==> src/rtl/ro_gate_timer_pkg.sv <==
// Shared types and constants for the RO PUF measurement-window timer.
package puf_pkg;

    typedef enum logic [1:0] {
        IDLE   = 2'd0,
        RUN    = 2'd1,
        SETTLE = 2'd2,
        DONE   = 2'd3
    } gate_state_t;

    // Default gate length in clk cycles when the limit input is 0.
    localparam int unsigned DEFAULT_WINDOW = 60000000;

endpackage

==> src/rtl/ro_gate_timer_if.sv <==
// Control/status bundle between a PUF controller (master) and the gate timer (slave).
interface ro_gate_timer_if
    import puf_pkg::*;
#(
    parameter int unsigned CNT_W = 32
);
    logic             start;
    logic             abort;
    logic             cont_mode;
    logic [CNT_W-1:0] limit;
    logic             gate;
    logic [CNT_W-1:0] cnt;
    logic             cnt_max;
    logic             done;
    logic             busy;
    gate_state_t      state;

    // start/abort are level-sampled on each clk edge; done is a single-cycle
    // pulse and there is no ready back-pressure: the timer is always able to
    // take a request, it simply ignores start unless it is idle.
    modport master (
        output start, abort, cont_mode, limit,
        input  gate, cnt, cnt_max, done, busy, state
    );

    modport slave (
        input  start, abort, cont_mode, limit,
        output gate, cnt, cnt_max, done, busy, state
    );
endinterface

==> src/rtl/ro_gate_timer.sv <==
// Measurement-window generator: gates the RO counters for limit_q cycles,
// waits SETTLE_CYC cycles for their synchronisers, then pulses done.
module ro_gate_timer
    import puf_pkg::*;
#(
    parameter int unsigned CNT_W         = 32,
    parameter int unsigned DEFAULT_LIMIT = DEFAULT_WINDOW,
    parameter int unsigned SETTLE_CYC    = 4
) (
    input logic            clk,
    input logic            rst,
    ro_gate_timer_if.slave bus
);

    localparam int unsigned SW = (SETTLE_CYC > 0) ? $clog2(SETTLE_CYC + 1) : 1;
    localparam logic [CNT_W-1:0] DEF_L       = CNT_W'(DEFAULT_LIMIT);
    localparam logic [SW-1:0]    SETTLE_LAST = SW'((SETTLE_CYC > 0) ? SETTLE_CYC - 1 : 0);
    localparam gate_state_t      AFTER_RUN   = (SETTLE_CYC > 0) ? SETTLE : DONE;

    if (64'(DEFAULT_LIMIT) >= (64'd1 << CNT_W)) begin : g_limit_check
        $error("DEFAULT_LIMIT does not fit in CNT_W bits");
    end

    gate_state_t      state_q, state_d;
    logic [SW-1:0]    settle_q, settle_d;
    logic [CNT_W-1:0] cnt_q, cnt_d;
    logic [CNT_W-1:0] limit_q, limit_d;
    logic             gate_q, gate_d;
    logic             cnt_max_q, cnt_max_d;
    logic             done_q, done_d;
    logic             busy_q, busy_d;
    logic [CNT_W-1:0] limit_eff;

    assign limit_eff = (bus.limit == '0) ? DEF_L : bus.limit;

    always_ff @(posedge clk or posedge rst) begin
        if (rst) begin
            state_q   <= IDLE;
            settle_q  <= '0;
            cnt_q     <= '0;
            limit_q   <= '0;
            gate_q    <= 1'b0;
            cnt_max_q <= 1'b0;
            done_q    <= 1'b0;
            busy_q    <= 1'b0;
        end else begin
            state_q   <= state_d;
            settle_q  <= settle_d;
            cnt_q     <= cnt_d;
            limit_q   <= limit_d;
            gate_q    <= gate_d;
            cnt_max_q <= cnt_max_d;
            done_q    <= done_d;
            busy_q    <= busy_d;
        end
    end

    always_comb begin
        state_d   = state_q;
        settle_d  = settle_q;
        cnt_d     = cnt_q;
        limit_d   = limit_q;
        gate_d    = gate_q;
        cnt_max_d = cnt_max_q;
        done_d    = 1'b0;
        busy_d    = busy_q;

        case (state_q)
            IDLE: begin
                if (bus.start) begin
                    limit_d   = limit_eff;
                    cnt_d     = '0;
                    gate_d    = 1'b1;
                    cnt_max_d = 1'b0;
                    state_d   = RUN;
                end
            end
            RUN: begin
                // limit_q is never 0 here, so the terminal compare cannot underflow.
                if (cnt_q == limit_q - CNT_W'(1)) begin
                    cnt_d     = limit_q;
                    gate_d    = 1'b0;
                    cnt_max_d = 1'b1;
                    settle_d  = '0;
                    state_d   = AFTER_RUN;
                end else begin
                    cnt_d = cnt_q + CNT_W'(1);
                end
            end
            SETTLE: begin
                if (settle_q == SETTLE_LAST) begin
                    state_d = DONE;
                end else begin
                    settle_d = settle_q + SW'(1);
                end
            end
            DONE: begin
                if (bus.cont_mode) begin
                    limit_d   = limit_eff;
                    cnt_d     = '0;
                    cnt_max_d = 1'b0;
                    gate_d    = 1'b1;
                    state_d   = RUN;
                end else begin
                    state_d = IDLE;
                end
            end
            default: state_d = IDLE;
        endcase

        if (bus.abort) begin
            state_d   = IDLE;
            settle_d  = '0;
            cnt_d     = '0;
            gate_d    = 1'b0;
            cnt_max_d = 1'b0;
        end

        done_d = (state_d == DONE);
        busy_d = (state_d != IDLE);
    end

    assign bus.gate    = gate_q;
    assign bus.cnt     = cnt_q;
    assign bus.cnt_max = cnt_max_q;
    assign bus.done    = done_q;
    assign bus.busy    = busy_q;
    assign bus.state   = state_q;

endmodule

==> src/flat_wrapper.sv <==
// flat-port wrapper written by rule: the top's interface ports become plain ports
module ro_gate_timer_flat import puf_pkg::*;
#(
    parameter int unsigned CNT_W         = 32,
    parameter int unsigned DEFAULT_LIMIT = DEFAULT_WINDOW,
    parameter int unsigned SETTLE_CYC    = 4
)
  (clk, rst, bus_start, bus_abort, bus_cont_mode, bus_limit, bus_gate, bus_cnt, bus_cnt_max, bus_done, bus_busy, bus_state);
  ro_gate_timer_if #(.CNT_W(CNT_W)) bus_i ();
  input logic clk;
  input logic rst;
  input wire logic [$bits(bus_i.start)-1:0] bus_start;
  input wire logic [$bits(bus_i.abort)-1:0] bus_abort;
  input wire logic [$bits(bus_i.cont_mode)-1:0] bus_cont_mode;
  input wire logic [$bits(bus_i.limit)-1:0] bus_limit;
  output wire logic [$bits(bus_i.gate)-1:0] bus_gate;
  output wire logic [$bits(bus_i.cnt)-1:0] bus_cnt;
  output wire logic [$bits(bus_i.cnt_max)-1:0] bus_cnt_max;
  output wire logic [$bits(bus_i.done)-1:0] bus_done;
  output wire logic [$bits(bus_i.busy)-1:0] bus_busy;
  output wire logic [$bits(bus_i.state)-1:0] bus_state;
  assign bus_i.start = bus_start;
  assign bus_i.abort = bus_abort;
  assign bus_i.cont_mode = bus_cont_mode;
  assign bus_i.limit = bus_limit;
  assign bus_gate = bus_i.gate;
  assign bus_cnt = bus_i.cnt;
  assign bus_cnt_max = bus_i.cnt_max;
  assign bus_done = bus_i.done;
  assign bus_busy = bus_i.busy;
  assign bus_state = bus_i.state;
  ro_gate_timer #(.CNT_W(CNT_W), .DEFAULT_LIMIT(DEFAULT_LIMIT), .SETTLE_CYC(SETTLE_CYC)) u_core (.clk(clk), .rst(rst), .bus(bus_i));
endmodule
==> config.mk <==
export PLATFORM = sky130hd
export DESIGN_NAME = ro_gate_timer_flat
export DESIGN_NICKNAME = d
export VERILOG_FILES = /design/src/rtl/ro_gate_timer_pkg.sv /design/src/rtl/ro_gate_timer_if.sv /design/src/rtl/ro_gate_timer.sv /design/src/flat_wrapper.sv
export SDC_FILE = /design/constraint.sdc
export NUM_CORES = 1
export LEC_CHECK = 0
export CORE_UTILIZATION = 40
export DETAILED_ROUTE_END_ITERATION = 10
export GPL_ROUTABILITY_DRIVEN = 0
export PLACE_DENSITY_LB_ADDON = 0.15
export SYNTH_ARGS = -nofsm -noshare
export SYNTH_HDL_FRONTEND = slang
export SYNTH_SLANG_ARGS = --single-unit
==> constraint.sdc <==
create_clock -name clk -period 2.85 [get_ports clk]
set_clock_uncertainty 0.1 [all_clocks]
set_input_delay 0.57 -clock clk [delete_from_list [all_inputs] [get_ports clk]]
set_output_delay 0.57 -clock clk [all_outputs]
set_load 0.05 [all_outputs]
# Word-level counts from Yosys, hierarchy flattened
# Index checks and enable logic that the tools add are counted.
[op_classes]
addsub = 3
n_eq_ne = 12
mux = 29
reduce_logical = 10
[ops]
columns = ["operator", "n"]
rows = [
  ["$mux W32", 7],
  ["$pmux W32 S3", 1],
  ["$pmux W32 S2", 1],
  ["$add A32 B1 Y32 const B", 1],
  ["$eq A32 B32 Y1", 1],
  ["$logic_not A32 Y1", 1],
  ["$sub A32 B1 Y32 const B", 1],
  ["$mux W1", 9],
  ["$mux W3", 3],
  ["$ne A3 B3 Y1 const B", 3],
  ["$reduce_and A3 Y1", 3],
  ["$mux W2", 4],
  ["$pmux W2 S4", 1],
  ["$eq A2 B2 Y1 const B", 3],
  ["$pmux W1 S3", 2],
  ["$pmux W3 S2", 1],
  ["$ne A2 B2 Y1 const B", 2],
  ["$reduce_and A4 Y1", 1],
  ["$reduce_bool A2 Y1", 2],
  ["$reduce_bool A4 Y1", 1],
  ["$add A3 B1 Y3 const B", 1],
  ["$eq A3 B2 Y1 const B", 1],
  ["$ne A3 B2 Y1 const B", 1],
  ["$reduce_bool A3 Y1", 1],
  ["other kinds (2)", 2],
]
[word_totals]
ff_bits = 73
input_bits = 37
out_inout_bits = 38
word_cells = 62

# Logic depth before layout (Yosys ltp)
# Gate-level depths: netlist of the first run.
[depth]
depth_word = 6
depth_mapped = 12
ltp_nobuf = 10

# Least setup slack after synthesis of the first run
# No wires, ideal clock.
[synth_path]
path_type = "reg2reg"
startpoint = "register u_core.limit_q[17]"
endpoint = "register u_core.settle_q[0]"
setup_time_ns = 0.137
arrival_ns = 2.755
required_time_ns = 2.613
setup_slack_ns = -0.141
stages_incl_launch_ff = 12
path_buffers = 3
synth_period_minus_slack_ns = 2.991
path_cell_list = "dfrtp_1 -> buf_6 -> or4_4 -> or2_1 -> buf_6 -> or4_1 -> a32oi_1 -> o2111a_1 -> nand4_1 -> buf_2 -> nor3_1 -> nor3_1"
[synth_between]
elab_chain_cells = 4
[synth_lines]
columns = ["element", "line_no", "rtl"]
rows = [
  ["from (decl)", "ro_gate_timer.sv:27", "logic [CNT_W-1:0] limit_q, limit_d;"],
  ["from (signal assigned)", "ro_gate_timer.sv:50", "limit_q <= limit_d;"],
  ["$sub A32 B1 Y32", "ro_gate_timer.sv:80", "if (cnt_q == limit_q - CNT_W'(1)) begin"],
  ["$eq A32 B32 Y1", "ro_gate_timer.sv:80", ""],
  ["$ne A3 B2 Y1 (no source line)", "--", ""],
  ["$reduce_and A3 Y1 (no source line)", "--", ""],
  ["to (signal assigned)", "ro_gate_timer.sv:48", "settle_q <= settle_d;"],
  ["to (decl)", "ro_gate_timer.sv:25", "logic [SW-1:0] settle_q, settle_d;"],
]
# No other way between the ends.
# A chain may end at the register's enable or synchronous reset.

# Worst setup path after layout of the first run
[layout_path]
startpoint = "register u_core.limit_q[17]"
endpoint = "register u_core.cnt_q[28] (netlist: u_core.bus.cnt[28])"
[layout_between]
elab_chain_cells = 5
[layout_lines]
columns = ["element", "line_no", "rtl"]
rows = [
  ["$sub A32 B1 Y32", "ro_gate_timer.sv:80", ""],
  ["$eq A32 B32 Y1", "ro_gate_timer.sv:80", ""],
  ["$mux W32", "ro_gate_timer.sv:80", ""],
  ["$pmux W32 S3", "ro_gate_timer.sv:68", "case (state_q)"],
  ["$mux W32", "ro_gate_timer.sv:111", "if (bus.abort) begin"],
  ["to (signal assigned)", "ro_gate_timer.sv:49", "cnt_q <= cnt_d;"],
  ["to (decl)", "ro_gate_timer.sv:26", "logic [CNT_W-1:0] cnt_q, cnt_d;"],
]
# No other way between the ends.

==> metrics, run 1 <==
status=finished, violations left; failing checks=negative setup slack; Leak=3.188 nW; P_int=2.264 mW; TritonRoute pass-1 iters=5; DR iter-0 viols=380; Via Count=between 5000 and 6000; CTS Sinks=73; number of synthesized flops with an enable pin=0; Crit. Startpoint=u_core.limit_q[17]; post-layout util=between 50 and 60%; Layout Cells excl Fill=940; row count=40; DRC errors left=0; post-synthesis sequential area ratio=between 30% and 40%; actual slew at the worst max-slew pin=0.5052 ns; Setup crit end=u_core.bus.cnt[28]; clk root buf=clkbuf_16; Critical Path Source Type=register; switching share of power=33.36%; first-pass GRT wire length=26880 um; Setup violations, final=38; largest net degree at the start of global routing=74; final worst slack=-0.1659 ns; Reg2Reg Depth=10; HPWL after DPL=between 10000 and 15000 um; RSZ-0062 raised after global routing=yes; post-synthesis async set-or-reset flop share=100.0%; critical path class=reg -> reg; Worst slew margin=66.22%; Final Cycle Share=105.8%; Syn Nets=676; critical register-to-register path endpoint=u_core.bus.cnt[28]; Peak VDD IR=0.2688 mV; Final Critical Period=a little over 3 ns; reg2reg setup slack=-0.17 ns; Overall Global Routing Usage=26.24%; P per Cell Area=between 400 and 500 nW/um^2; Die H=about 120 um; post-route setup TNS=-4.272 ns; Worst Path Arrival=around 3.2 ns; initial antenna violation count=0; Area growth syn-to-layout=42.57%; Yosys warning count=0; core area=12260 sq um; Psw=around 1.1 mW; die area=13260 sq um; I/O pins=75; placed cells=912; Post-synth top flop=dfrtp_1; max-slew violation count=0; Synth Instances=635; Reg-to-Reg Start=u_core.limit_q[17]; Detail Route Antenna Nets=0; Synth Register Bits=73; CP Max Fanout=8; Avg Inst Size Synth=8.067 sq um; Port Buffers=74; mapped cell area=about 5000 sq um; clock transition at the registers of the reported paths=~0.060 ns; vias per inst=5.966; worst hold path type=reg -> reg; maxcap violations=0; Routed WL per cell=18.01 um; Crit path required time=3.03 ns; CTS Buf Count=9; Hold Fails Final Rpt=0; Design Area, Final=between 7000 and 8000 sq um; nets=a little over 800; Longest Clk Path Bufs=2; number of global-route vias before repair=5298; power share of the combinational group=30.8%; DRT Wirelength=16930 um; starting density of the core=a little over two fifths; Overflow after GRT=0; CTS tree=built; Antenna Cells=0; crit path capture type=register; Flop pwr share=36.0%; latest clock arrival within the worst-skew pair=0.34 ns; layout cells sized above 1=22.80%; post-place instance area=roughly 6600 sq um; clock network power share=33.2%; depth of the CTS H-tree=3; Yosys cell types=65; Max Fclk=331.6 MHz; Die W=between 100 and 150 um
==> power groups by stage <==
stage | Sequential (mW) | Clock, mW | Combinational [mW]
after floorplan | 1.25 | 0 | 0.528
after global placement | 1.23 | 0 | 0.973
after detailed placement | 1.24 | 0 | 0.985
after CTS | 1.22 | 1.14 | 1.01
after global routing | 1.23 | 1.18 | 1.13
final | 1.22 | 1.13 | 1.05
==> metal layers <==
layer  vias up  wire [um]  global-route usage, %
li1       2621          -                      -
met1      2705       7764                  37.08
met2       248       7548                  39.92
met3        34       1170                  3.637
met4         0        443                  11.69
met5         -          0                      0
==> worst max-delay path, stage by stage (launching register included) <==
cell	delay (ns)
dfrtp_1	0.38
or4_4	0.54
or2_1	0.25
or4_1	0.52
a32oi_1	0.18
o2111a_1	0.25
and4_4	0.28
buf_6	0.16
buf_6	0.11
a32oi_2	0.10
nand2_1	0.10
==> flip-flops by register name (all words and copies together) (netlist names) <==
name / count
u_core.bus.busy: 1
u_core.bus.cnt: 32
u_core.bus.cnt_max: 1
u_core.bus.done: 1
u_core.bus.state: 2
u_core.limit_q: 32
u_core.settle_q: 3
u_core.bus.gate: 1
==> layout make-up <==
cell class | count | area, sq um
clock buffers | 11 | 232.7
clock inverters | 5 | 56.30
fillers | 1111 | 4959
inverters | 16 | 60.06
multi-input cells | 493 | 3269
flip-flops and latches | 73 | 1829
well taps | 168 | 210.2
repair buffers | 174 | 1645
==> how the worst min path moves through the flow <==
stage | startpoint | to | slack (ns) | depth (start not counted)
6_report | u_core.bus.cnt_max | u_core.bus.cnt_max | 0.43 | 2
5_1_grt | u_core.limit_q[3] | u_core.limit_q[3] | 0.47 | 2
4_1_cts | u_core.limit_q[3] | u_core.limit_q[3] | 0.43 | 2
3_5_place_dp | u_core.bus.cnt_max | u_core.bus.cnt_max | 0.41 | 2
3_3_place_gp | u_core.bus.cnt_max | u_core.bus.cnt_max | 0.39 | 2
2_1_floorplan | u_core.limit_q[31] | u_core.limit_q[31] | 0.38 | 2
==> per-stage QoR <==
step                      power (mW)  setup slack (ns)  hold slack (ns)
after floorplan                1.780           -0.1086           0.3807
after global placement         2.205           -0.1017           0.3945
after detailed placement       2.222           -0.1958           0.4063
after CTS                      3.369          -0.09499           0.4261
after global routing           3.545           -0.2615           0.4690
final                          3.398           -0.1659           0.4293
==> synth_stat cells (all sizes together) (2+ instances only) <==
library cell / count / area share (%)
a211o: 3 / 0.51
a21boi: 2 / 0.29
a21o: 2 / 0.29
a21oi: 5 / 0.56
a221oi: 2 / 0.34
a22oi: 2 / 0.29
a311oi: 2 / 0.34
a31oi: 3 / 0.37
a32oi: 32 / 5.5
and3: 27 / 3.3
and4: 3 / 0.51
buf: 15 / 2.1
clkbuf: 38 / 2.8
dfrtp: 73 / 36
ha: 4 / 0.98
inv: 16 / 1.2
nand2: 107 / 7.8
nand2b: 2 / 0.24
nand3: 28 / 2.7
nand3b: 4 / 0.59
nand4: 20 / 2.4
nand4b: 8 / 1.4
nor2: 31 / 2.3
nor2b: 2 / 0.24
nor3: 45 / 4.5
nor3b: 3 / 0.44
nor4: 16 / 2.0
o2111ai: 2 / 0.34
o211ai: 4 / 0.59
o21a: 2 / 0.29
o21ai: 39 / 3.8
o22a: 9 / 1.5
o311ai: 3 / 0.66
or2: 8 / 0.98
or3: 6 / 0.73
or4: 12 / 1.8
xnor2: 22 / 3.8
xor2: 16 / 2.7
==> logic make-up after synthesis <==
family | share of synthesized area [%]
mux | 0.1954
flops | 35.66
compound gates | 17.51
simple gates | 33.10
buf+inv | 6.058
fa+ha+maj | 0.9771
xor+xnor | 6.497
==> repair_timing <==
item | 4_1_cts | 5_1_grt
hold buffers | 0 | 0
resized for setup | 38 | 40
pin swaps | 26 | 20
setup buffers | 9 | 0
endpoints found under the hold margin | 0 | 0
endpoints found under the setup margin | 37 | 38
gates cloned | 3 | 1
==> cell usage in the layout, fill, tap and decap left out, types with 3 or more instances in the layout <==
cell,instances
a211o_1,3
a21oi_1,4
a31oi_1,3
a32oi_1,15
a32oi_2,17
and3_1,27
buf_12,6
buf_4,82
buf_6,9
clkbuf_16,10
clkdlybuf4s50_1,74
dfrtp_1,71
ha_1,4
inv_1,15
nand2_1,107
nand3_1,26
nand3b_1,4
nand4_1,20
nand4b_1,8
nor2_1,28
nor2_4,3
nor3_1,42
nor3_2,3
nor3b_1,3
nor4_1,13
nor4_2,3
o211ai_1,4
o21ai_0,23
o21ai_2,14
o22a_1,9
or2_2,6
or3_1,5
or4_1,10
xnor2_1,22
xor2_1,16
No activity file was read; power rests on OpenSTA's default activity.
==> run 2, diff against run 1 <==
CORE_ASPECT_RATIO = 0.5   (was unset)
REMOVE_ABC_BUFFERS = 1   (was unset)
==> run 2 against run 1 <==
Compared with the run above:
- the flow still finishes with violations (negative setup slack)
- sequential power about the same
- fmax increased by 0.91%
- clock-buffer cell count unchanged
- routed wire length increased by 2.2%
- non-clock buffer count decreased by 7
- setup slack improved by 0.027 ns
- sequential share of layout area increased by 0.82 points
- hold slack got worse by 0.0062 ns
- first-iteration DRC count increased by 53%
==> metrics, run 2 (synthesized netlist as in run 1, its figures left out) <==
initial antenna violation count=0 (unchanged); Longest Clk Path Bufs=2 (unchanged); Die W=162.0 um (+41%); CP Max Fanout=9 (+1); first-pass GRT wire length=27730 um (+3.2%); depth of the CTS H-tree=3 (unchanged); crit path cell chain=or4_4, or2_4, or4_4, a32oi_2, o2111a_1, nand4_1, buf_2, nand3_1, nand3_1; crit path capture type=register; most frequent cells in the layout=nand2_1, buf_4, clkdlybuf4s50_1, dfrtp_1, nor3_1; layout cells sized above 1=19.74% (-3.1 points); Detail Route Antenna Nets=0 (unchanged); Worst path slowest cell=or4_4; commonest non-fill, non-tap cell in the layout=nand2_1; die area=13290 sq um (+0.20%); DR iter-0 viols=583 (+53%); met2 WL=7142 um (-5.4%); maxcap violations=0 (unchanged); CTS Buf Count=9 (unchanged); Crit path required time=2.97 ns (-0.06 ns); DRC errors left=0 (unchanged); max-slew violation count=0 (unchanged); HP Start=u_core.bus.cnt_max; CTS Sinks=73 (unchanged); failing checks=negative setup slack; Die H=82.02 um (-29%); Port Buffers=74 (unchanged); Worst path max stage delay=0.57 ns (+0.03 ns); Metal-1 WL=8595 um (+11%); DRT Wirelength=17300 um (+2.2%); I/O pins=75 (unchanged); HPWL after DPL=12440 um (+6.8%); Peak VDD IR=0.2402 mV (-11%); vias per inst=5.888 (-1.3%); Via Count=5476 (-2.4%); clk root buf=clkbuf_16; final worst slack=-0.1388 ns (+0.02719 ns); core area=12160 sq um (-0.86%); Routed WL per cell=18.60 um (+3.3%); Reg2Reg Depth=9 (-1); Antenna Cells=0 (unchanged); Worst slew margin=64.95% (-1.3 points); Max Fclk=334.6 MHz (+0.91%); largest net degree at the start of global routing=36 (-51%); P per Cell Area=507.9 nW/um^2 (+9.2%); Area growth syn-to-layout=37.88%; Hold Crit Depth=2 (unchanged); RSZ-0062 raised after global routing=yes; worst hold path type=reg -> reg; status=finished, violations left; Overall Global Routing Usage=27.57% (+1.3 points); Leak=3.018 nW (-5.3%); starting density of the core=42.14% (+0.36 points); post-layout util=58.10% (-1.5 points); power share of the combinational group=28.2% (-2.6 points); Setup violations, final=38 (unchanged); Final Critical Period=2.989 ns (-0.02719 ns); Reg-to-Reg Start=u_core.limit_q[16]; P_int=2.464 mW (+8.8%); switching share of power=31.30% (-2.1 points); Overflow after GRT=0 (unchanged); Layout Cells excl Fill=930 (-1.1%); met3 wire length=1301 um (+11%); nets=801 (-0.87%); Worst Hold Endpoint=u_core.bus.cnt_max; critical register-to-register path endpoint=u_core.bus.cnt[6]; latest clock arrival within the worst-skew pair=0.34 ns (about the same); placed cells=909 (-0.33%); number of global-route vias before repair=4979 (-6.0%); critical path class=reg -> reg; row count=28 (-30%); reg2reg setup slack=-0.14 ns (+0.03 ns); dpl ws=-0.1588 ns (+0.03707 ns); TritonRoute pass-1 iters=5 (unchanged); clock transition at the registers of the reported paths=0.06 ns (about the same); Hold Fails Final Rpt=0 (unchanged); max layer used=met4; Psw=1.123 mW (-0.93%); Critical Path Source Type=register; Worst Path Arrival=3.11 ns (-0.08 ns); Final Cycle Share=104.9% (-0.95 points); actual slew at the worst max-slew pin=0.5257 ns (+0.02054 ns); Flop pwr share=34.3% (-1.7 points); hold_buf cts=0 (unchanged); CTS tree=built; clock network power share=37.5% (+4.3 points)
-- run 2: changes by cell type in the layout (fill, tap and decap cells not counted), sizes merged --
| cell | change |
|---|---|
| buf | -6 |
| clkbuf | -1 |
| bufinv | +2 |
| clkinv | -2 |
-- run 2: cell type report --
type | count | area, sq um
fillers | 1080 | 5094
multi-input cells | 493 | 3134
flip-flops and latches | 73 | 1827
repair buffers | 167 | 1490
clock buffers | 11 | 242.7
well taps | 165 | 206.4
clock inverters | 5 | 102.6
inverters | 16 | 60.06
-- run 2: power groups by stage --
stage | Combinational, mW | Clock (mW) | Sequential (mW)
5_1_grt | 1.10 | 1.42 | 1.24
2_1_floorplan | 0.424 | 0 | 1.31
6_report | 1.01 | 1.35 | 1.23
3_3_place_gp | 0.949 | 0 | 1.24
4_1_cts | 0.982 | 1.36 | 1.23
3_5_place_dp | 0.954 | 0 | 1.24
-- run 2: critical path: cells and delay by family, from the launching register on --
kind	cells	cell delay [ns]
buffers and inverters	1	0.27
AND/OR/NAND/NOR	6	1.73
AO/OA/AOI/OAI	2	0.40
flip-flops	1	0.38
-- run 2: routing by layer --
layer  vias up  track usage [%]
met5         -                0
met2       221            39.53
met4         0            7.925
li1       2603                -
met1      2631            40.64
met3        21            6.515
-- run 2: timing repair --
| action | CTS | global route |
|---|---|---|
| endpoints found under the setup margin | 37 | 38 |
| buffers inserted | 0 | 2 |
| pin swaps | 10 | 10 |
| gates resized for setup | 23 | 27 |
| gates cloned | 3 | 0 |
-- run 2: through the flow --
step | area [sq um] | hold slack, ns | power (mW) | TNS [ns]
CTS | 6963 | 0.4371 | 3.565 | -2.950
floorplan | 4872 | 0.3802 | 1.735 | -25.67
finish | 7063 | 0.4231 | 3.587 | -4.097
global route | 7063 | 0.4707 | 3.755 | -8.700
global placement | 6513 | 0.4100 | 2.189 | -1.955
detailed placement | 6513 | 0.4197 | 2.196 | -3.962
-- run 2: worst max path at each step --
stage                                     to          startpoint
after floorplan            u_core.bus.cnt[1]   u_core.limit_q[6]
after global placement     u_core.bus.cnt[3]   u_core.limit_q[3]
after detailed placement  u_core.bus.cnt[11]  u_core.limit_q[16]
after CTS                 u_core.bus.cnt[10]  u_core.limit_q[21]
after global routing       u_core.bus.cnt[6]  u_core.limit_q[16]
final                      u_core.bus.cnt[6]  u_core.limit_q[16]
